### src/rtl/ram_arbiter_if.sv
// Bundle of the CPU port, loader port and RAM port signals around ram_arbiter.
// The slave modport is the arbiter's view; the master modport is the side that
// issues requests and owns the RAM macro.
interface ram_arbiter_if #(
  parameter int AW = 4,
  parameter int DW = 8
);
  // CPU fetch/execute port
  logic          cpu_req;
  logic          cpu_we;
  logic [AW-1:0] cpu_addr;
  logic [DW-1:0] cpu_wdata;
  logic          cpu_gnt;
  logic          cpu_rvalid;
  logic [DW-1:0] cpu_rdata;
  logic          cpu_stall;

  // Loader (debug/programming) port
  logic          ldr_req;
  logic          ldr_lock;
  logic          ldr_we;
  logic [AW-1:0] ldr_addr;
  logic [DW-1:0] ldr_wdata;
  logic          ldr_gnt;
  logic          ldr_rvalid;
  logic [DW-1:0] ldr_rdata;

  // Single-port RAM side
  logic          ram_en;
  logic          ram_we;
  logic [AW-1:0] ram_addr;
  logic [DW-1:0] ram_wdata;
  logic [DW-1:0] ram_rdata;

  modport slave (
    input  cpu_req, cpu_we, cpu_addr, cpu_wdata,
    output cpu_gnt, cpu_rvalid, cpu_rdata, cpu_stall,
    input  ldr_req, ldr_lock, ldr_we, ldr_addr, ldr_wdata,
    output ldr_gnt, ldr_rvalid, ldr_rdata,
    output ram_en, ram_we, ram_addr, ram_wdata,
    input  ram_rdata
  );

  modport master (
    output cpu_req, cpu_we, cpu_addr, cpu_wdata,
    input  cpu_gnt, cpu_rvalid, cpu_rdata, cpu_stall,
    output ldr_req, ldr_lock, ldr_we, ldr_addr, ldr_wdata,
    input  ldr_gnt, ldr_rvalid, ldr_rdata,
    input  ram_en, ram_we, ram_addr, ram_wdata,
    output ram_rdata
  );
endinterface

### src/rtl/ram_arbiter.sv
// Round-robin arbiter sharing the single-port program/data RAM between the CPU
// and the program loader. Grants are combinational (zero-cycle), read data is
// steered back to the requester one cycle later, and the loader may hold the
// RAM for a bounded burst with ldr_lock.
//
// state     | meaning
// ----------+---------------------------------------------------------------
// ST_IDLE   | round-robin between CPU and loader, last_owner breaks ties
// ST_LOCKED | loader owns the RAM; CPU stalled until lock drops or count hits
//           | MAX_LOCK
module ram_arbiter #(
  parameter int AW       = 4,
  parameter int DW       = 8,
  parameter int MAX_LOCK = 16
) (
  input logic          clk,
  input logic          rst,
  ram_arbiter_if.slave bus
);

  localparam int CW = $clog2(MAX_LOCK + 1);
  // A one-grant lock is already exhausted by the grant that would enter it.
  localparam bit LOCK_EN = (MAX_LOCK > 1);

  typedef enum logic {ST_IDLE, ST_LOCKED} state_e;
  typedef enum logic {OWN_CPU, OWN_LDR} owner_e;
  typedef enum logic [1:0] {TAG_NONE, TAG_CPU, TAG_LDR} tag_e;

  state_e        state_q, state_d;
  owner_e        last_owner_q, last_owner_d;
  logic [CW-1:0] lock_cnt_q, lock_cnt_d;
  tag_e          rd_tag_q, rd_tag_d;

  logic cpu_gnt;
  logic ldr_gnt;

  // State register; last_owner resets to LDR so the CPU wins the first tie.
  always_ff @(posedge clk) begin
    if (rst) begin
      state_q      <= ST_IDLE;
      last_owner_q <= OWN_LDR;
      lock_cnt_q   <= '0;
      rd_tag_q     <= TAG_NONE;
    end else begin
      state_q      <= state_d;
      last_owner_q <= last_owner_d;
      lock_cnt_q   <= lock_cnt_d;
      rd_tag_q     <= rd_tag_d;
    end
  end

  // Grant decision, lock bookkeeping and next-state.
  always_comb begin
    state_d      = state_q;
    last_owner_d = last_owner_q;
    lock_cnt_d   = lock_cnt_q;
    cpu_gnt      = 1'b0;
    ldr_gnt      = 1'b0;

    unique case (state_q)
      ST_IDLE: begin
        if (bus.cpu_req && bus.ldr_req) begin
          if (last_owner_q == OWN_LDR) cpu_gnt = 1'b1;
          else                         ldr_gnt = 1'b1;
        end else begin
          cpu_gnt = bus.cpu_req;
          ldr_gnt = bus.ldr_req;
        end

        if (cpu_gnt) last_owner_d = OWN_CPU;
        if (ldr_gnt) begin
          last_owner_d = OWN_LDR;
          if (bus.ldr_lock && LOCK_EN) begin
            state_d    = ST_LOCKED;
            lock_cnt_d = CW'(1);
          end
        end
      end

      ST_LOCKED: begin
        ldr_gnt = bus.ldr_req;
        if (ldr_gnt) lock_cnt_d = lock_cnt_q + CW'(1);
        // Leaving with last_owner=LDR hands the next tie to the CPU.
        if (!bus.ldr_lock || (ldr_gnt && (lock_cnt_q == CW'(MAX_LOCK - 1)))) begin
          state_d      = ST_IDLE;
          last_owner_d = OWN_LDR;
          lock_cnt_d   = '0;
        end
      end

      default: begin
        state_d = ST_IDLE;
      end
    endcase
  end

  // Remember who owns the read issued this cycle so its data returns there.
  always_comb begin
    rd_tag_d = TAG_NONE;
    if (cpu_gnt && !bus.cpu_we)      rd_tag_d = TAG_CPU;
    else if (ldr_gnt && !bus.ldr_we) rd_tag_d = TAG_LDR;
  end

  // RAM port mux; everything held at zero when nobody is granted.
  always_comb begin
    bus.ram_en    = cpu_gnt | ldr_gnt;
    bus.ram_we    = 1'b0;
    bus.ram_addr  = '0;
    bus.ram_wdata = '0;
    if (cpu_gnt) begin
      bus.ram_we    = bus.cpu_we;
      bus.ram_addr  = bus.cpu_addr;
      bus.ram_wdata = bus.cpu_wdata;
    end else if (ldr_gnt) begin
      bus.ram_we    = bus.ldr_we;
      bus.ram_addr  = bus.ldr_addr;
      bus.ram_wdata = bus.ldr_wdata;
    end
  end

  assign bus.cpu_gnt    = cpu_gnt;
  assign bus.ldr_gnt    = ldr_gnt;
  assign bus.cpu_stall  = bus.cpu_req & ~cpu_gnt;

  assign bus.cpu_rvalid = (rd_tag_q == TAG_CPU);
  assign bus.ldr_rvalid = (rd_tag_q == TAG_LDR);
  assign bus.cpu_rdata  = bus.cpu_rvalid ? bus.ram_rdata : '0;
  assign bus.ldr_rdata  = bus.ldr_rvalid ? bus.ram_rdata : '0;

endmodule

### src/flat_wrapper.sv
// flat-port wrapper written by rule: the top's interface ports become plain ports
module ram_arbiter_flat 
#(
  parameter int AW       = 4,
  parameter int DW       = 8,
  parameter int MAX_LOCK = 16
)
  (clk, rst, bus_cpu_req, bus_cpu_we, bus_cpu_addr, bus_cpu_wdata, bus_cpu_gnt, bus_cpu_rvalid, bus_cpu_rdata, bus_cpu_stall, bus_ldr_req, bus_ldr_lock, bus_ldr_we, bus_ldr_addr, bus_ldr_wdata, bus_ldr_gnt, bus_ldr_rvalid, bus_ldr_rdata, bus_ram_en, bus_ram_we, bus_ram_addr, bus_ram_wdata, bus_ram_rdata);
  ram_arbiter_if #(.AW(AW), .DW(DW)) bus_i ();
  input logic clk;
  input logic rst;
  input wire logic [$bits(bus_i.cpu_req)-1:0] bus_cpu_req;
  input wire logic [$bits(bus_i.cpu_we)-1:0] bus_cpu_we;
  input wire logic [$bits(bus_i.cpu_addr)-1:0] bus_cpu_addr;
  input wire logic [$bits(bus_i.cpu_wdata)-1:0] bus_cpu_wdata;
  output wire logic [$bits(bus_i.cpu_gnt)-1:0] bus_cpu_gnt;
  output wire logic [$bits(bus_i.cpu_rvalid)-1:0] bus_cpu_rvalid;
  output wire logic [$bits(bus_i.cpu_rdata)-1:0] bus_cpu_rdata;
  output wire logic [$bits(bus_i.cpu_stall)-1:0] bus_cpu_stall;
  input wire logic [$bits(bus_i.ldr_req)-1:0] bus_ldr_req;
  input wire logic [$bits(bus_i.ldr_lock)-1:0] bus_ldr_lock;
  input wire logic [$bits(bus_i.ldr_we)-1:0] bus_ldr_we;
  input wire logic [$bits(bus_i.ldr_addr)-1:0] bus_ldr_addr;
  input wire logic [$bits(bus_i.ldr_wdata)-1:0] bus_ldr_wdata;
  output wire logic [$bits(bus_i.ldr_gnt)-1:0] bus_ldr_gnt;
  output wire logic [$bits(bus_i.ldr_rvalid)-1:0] bus_ldr_rvalid;
  output wire logic [$bits(bus_i.ldr_rdata)-1:0] bus_ldr_rdata;
  output wire logic [$bits(bus_i.ram_en)-1:0] bus_ram_en;
  output wire logic [$bits(bus_i.ram_we)-1:0] bus_ram_we;
  output wire logic [$bits(bus_i.ram_addr)-1:0] bus_ram_addr;
  output wire logic [$bits(bus_i.ram_wdata)-1:0] bus_ram_wdata;
  input wire logic [$bits(bus_i.ram_rdata)-1:0] bus_ram_rdata;
  assign bus_i.cpu_req = bus_cpu_req;
  assign bus_i.cpu_we = bus_cpu_we;
  assign bus_i.cpu_addr = bus_cpu_addr;
  assign bus_i.cpu_wdata = bus_cpu_wdata;
  assign bus_cpu_gnt = bus_i.cpu_gnt;
  assign bus_cpu_rvalid = bus_i.cpu_rvalid;
  assign bus_cpu_rdata = bus_i.cpu_rdata;
  assign bus_cpu_stall = bus_i.cpu_stall;
  assign bus_i.ldr_req = bus_ldr_req;
  assign bus_i.ldr_lock = bus_ldr_lock;
  assign bus_i.ldr_we = bus_ldr_we;
  assign bus_i.ldr_addr = bus_ldr_addr;
  assign bus_i.ldr_wdata = bus_ldr_wdata;
  assign bus_ldr_gnt = bus_i.ldr_gnt;
  assign bus_ldr_rvalid = bus_i.ldr_rvalid;
  assign bus_ldr_rdata = bus_i.ldr_rdata;
  assign bus_ram_en = bus_i.ram_en;
  assign bus_ram_we = bus_i.ram_we;
  assign bus_ram_addr = bus_i.ram_addr;
  assign bus_ram_wdata = bus_i.ram_wdata;
  assign bus_i.ram_rdata = bus_ram_rdata;
  ram_arbiter #(.AW(AW), .DW(DW), .MAX_LOCK(MAX_LOCK)) u_core (.clk(clk), .rst(rst), .bus(bus_i));
endmodule
### config.mk
export PLATFORM = sky130hd
export DESIGN_NAME = ram_arbiter_flat
export DESIGN_NICKNAME = d
export VERILOG_FILES = /design/src/rtl/ram_arbiter_if.sv /design/src/rtl/ram_arbiter.sv /design/src/flat_wrapper.sv
export SDC_FILE = /design/constraint.sdc
export NUM_CORES = 1
export LEC_CHECK = 0
export BUFFER_PORTS_ARGS = -buffer_cell sky130_fd_sc_hd__buf_2
export CORE_UTILIZATION = 39
export CTS_BUF_LIST = sky130_fd_sc_hd__clkbuf_16
export CTS_CLUSTER_DIAMETER = 200
export DETAILED_ROUTE_END_ITERATION = 8
export GPL_ROUTABILITY_DRIVEN = 0
export PLACE_DENSITY_LB_ADDON = 0.25
export SLEW_MARGIN = 0
export SYNTH_ARGS = -nofsm -noshare
export SYNTH_HDL_FRONTEND = slang
export SYNTH_SLANG_ARGS = --single-unit
### constraint.sdc
create_clock -name clk -period 5.1 [get_ports clk]
set_input_delay 0.255 -clock clk [delete_from_list [all_inputs] [get_ports clk]]
set_output_delay 0.255 -clock clk [all_outputs]
set_load 0.02 [all_outputs]
==> summary.md <==
| Metric | Value |
|---|---|
| Status | complete, no violations |
| Post-route setup slack | 2.96 ns |
| Req. time, crit path | 4.85 ns |
| Vias in the first global route | 891 |
| First-pass GRT wire length | 3470 um |
| Post-synthesis register bit count | 9 |
| Compound-Gate Fraction of Synth Area | 15.1% |
| CP Max Fanout | 19 |
| Initial Util | 43.8% |
| Post-Syn Area per Cell | 6.47 um2 |
| Critical path type | primary input to output port |
| Adder-cell share of the synthesized area | 3.17% |
| Max Transition Viols Final | 0 |
| IO buf count | 73 |
| TritonCTS Buffers | 3 |
| Slew of the pin with the lowest slew margin | 0.638 ns |
| Number of remaining DRC errors | 0 |
| Post-Place Worst Slack | 3.02 ns |
| Unrepaired setup endpoints after global routing | no |
| CTS HTree Levels | 1 |
| First drt pass iteration count | 4 |
| Maximum buffer depth of the clock tree | 2 |
| Setup Buffers After CTS | 0 |
| Max-cap check violation count | 0 |
| Max rail drop VDD | 0.188 mV |
| Sw power | 0.0928 mW |
| Synthesized Nets | 163 |
| NumNets Final | 233 |
| Post-CTS sizing | 0 |
| Clock Latency Late Sink | 0.24 ns |
| Layout fillers | 163 |
| Die Width | 47.0 um |
| Antenna Nets Post-Route | 0 |
| Post-synthesis sequential area ratio | 22.8% |
| PwrDens | 247 nW/um2 |
| Fin Hold WS | 0.199 ns |
| Vias per cell | 5.00 |
| Grt ovf | 0 |
| Clk_skew | 0.00193 ns |
| Slew margin rel. | 57.5% |
| Yosys warns | 0 |
| Detailed Route Iter0 Violations | 14 |
| Fin crit period | 2.14 ns |
| Clock Tree Root | clkbuf_16 |
| Pleak | 0.723 nW |
| Num rows | 15 |
| Logic pwr share | 28.5% |
| Reg power frac | 25.2% |
| Total Routed Length | 2390 um |
| Pint | 0.210 mW |
| # diodes | 0 |
| Avg WL per Cell | 11.0 um |
| Synth Area in Simple Gates | 49.6% |
| Setup crit end kind | output port |
| Max frequency | 0.467 GHz |
| Final setup TNS | 0 ns |
| Tcrit/Tclk final | 42.0% |
| Initial antenna violation count | 0 |
| Worst path arrival time | 1.89 ns |
| Via count | 1080 |
| # IOs | 74 |
| Clock transition at the registers of the reported paths | 0.04 ns |
| Mux cell area share after synthesis | 1.27% |
| Post-CTS Hold Buffers | 0 |
| Die H | 47.0 um |
| Final hold vios | 0 |
| Layout cells sized above 1 | 42.4% |
| Post-synthesis xor/xnor area fraction | 0% |
| Clock network power share | 46.3% |
| HP Class | primary input to flop |
| Switching Share | 30.7% |
| Area Overhead vs Synth | 55.1% |
| Mapped cell area | 790 um2 |
| CTS tree | built |
| Hpwl dp | 1860 um |
| Critical path launch point type | primary input |
| Post-Syn Instances | 122 |
| Main combinational cell family by area after synthesis | simple AND/OR/NAND/NOR gates |
| Count of cell types in the netlist | 31 |
| Overall routing resource usage | 22.6% |
| Core Area | 1800 um2 |
| Die Area | 2210 um2 |
| Pin count of the biggest net entering global routing | 20 |
| Clk sinks | 9 |
| Endpoints failing setup | 0 |
[per-layer routing]
layer	GRT usage, %	up-vias	wire, um
li1	-	544	-
met2	40.8	71	1140
met5	0	-	0
met3	6.15	7	244
met1	23.5	458	941
met4	12.6	0	59
[state kept, by name (all words and copies together), names as in the netlist]
register / flops
u_core.lock_cnt_q: 5
u_core.rd_tag_q: 2
u_core.last_owner_q: 1
u_core.state_q: 1
[worst max-delay path, cell delays in order]
cell	delay, ns
buf_2	0.27
inv_1	0.18
o21ai_2	0.54
inv_2	0.26
nor2_1	0.18
buf_2	0.19
[worst paths after layout]
kind                   startpoint              endpoint  slack, ns  depth (start not counted)
max                   bus_ldr_req           bus_ldr_gnt       2.96                          6
max reg2reg  u_core.lock_cnt_q[0]  u_core.lock_cnt_q[4]       3.15                          7
min reg2reg  u_core.lock_cnt_q[2]  u_core.lock_cnt_q[2]       0.47                          1
min                    bus_cpu_we    u_core.rd_tag_q[0]       0.20                          2
[cells by family after synthesis]
logic type / Yosys count
AND/OR/NAND/NOR: 78
AO/OA/AOI/OAI: 18
buffers and inverters: 14
flip-flops: 9
adder cells (fa/ha/maj): 2
multiplexers: 1
[power groups by stage]
stage	Clock [mW]	Sequential [mW]	Combinational (mW)
after CTS	0.142	0.0762	0.0864
after global routing	0.145	0.0766	0.0939
final	0.140	0.0762	0.0863
after global placement	0	0.0772	0.0837
after floorplan	0	0.0760	0.0541
after detailed placement	0	0.0773	0.0857
[through the flow]
step                      instance area [um2]  util (%)  cells  power [mW]
final                                    1220      68.0    216       0.303
after global routing                     1220      68.0    216       0.316
after CTS                                1220      68.0    216       0.305
after detailed placement                 1140      63.5    212       0.163
after global placement                   1140      63.5    212       0.161
after floorplan                           790         -    122       0.130
[area by class of cell]
cell class	instances	area (um2)	area share [%]
Multi-Input combinational cell	99	546	44.5
Timing Repair Buffer	73	365	29.8
Sequential cell	9	180	14.7
Clock buffer	3	75.1	6.13
Tap cell	25	31.3	2.55
Inverter	6	22.5	1.84
Clock inverter	1	5.00	0.409
[cell usage after synthesis, drive strengths merged]
cell type,count,share of area [%]
nand2,33,16
and2,18,15
nand3,12,7.6
dfxtp,9,23
a21oi,6,3.8
inv,6,2.9
buf,4,3.3
clkbuf,4,1.9
o21ai,4,3.0
nor2b,3,2.4
and3,2,1.6
ha,2,3.2
nand2b,2,1.6
nor3,2,1.3
o22ai,2,1.6
or3,2,1.6
a21boi,1,1.4
a2bb2oi,1,1.1
a311oi,1,1.1
a31o,1,1.1
and3b,1,1.1
mux2i,1,1.3
nand3b,1,0.95
nor2,1,0.47
nor4,1,0.79
o21a,1,0.95
o31ai,1,0.95
[cells in the final DEF, fill, tap and decap left out, drive strengths merged]
cell type,count
o31ai,1
or3,2
nor4,1
o21a,1
a2bb2oi,1
a21oi,6
o21ai,4
and2,18
dfxtp,9
nand2b,2
and3b,1
a21boi,1
nand3b,1
a311oi,1
clkinv,1
nor2,1
inv,6
nand2,33
a31o,1
nor3,2
ha,2
clkbuf,3
and3,2
nor2b,3
nand3,12
mux2i,1
buf,73
o22ai,2
Note: power is estimated with default switching activity, not from simulation.
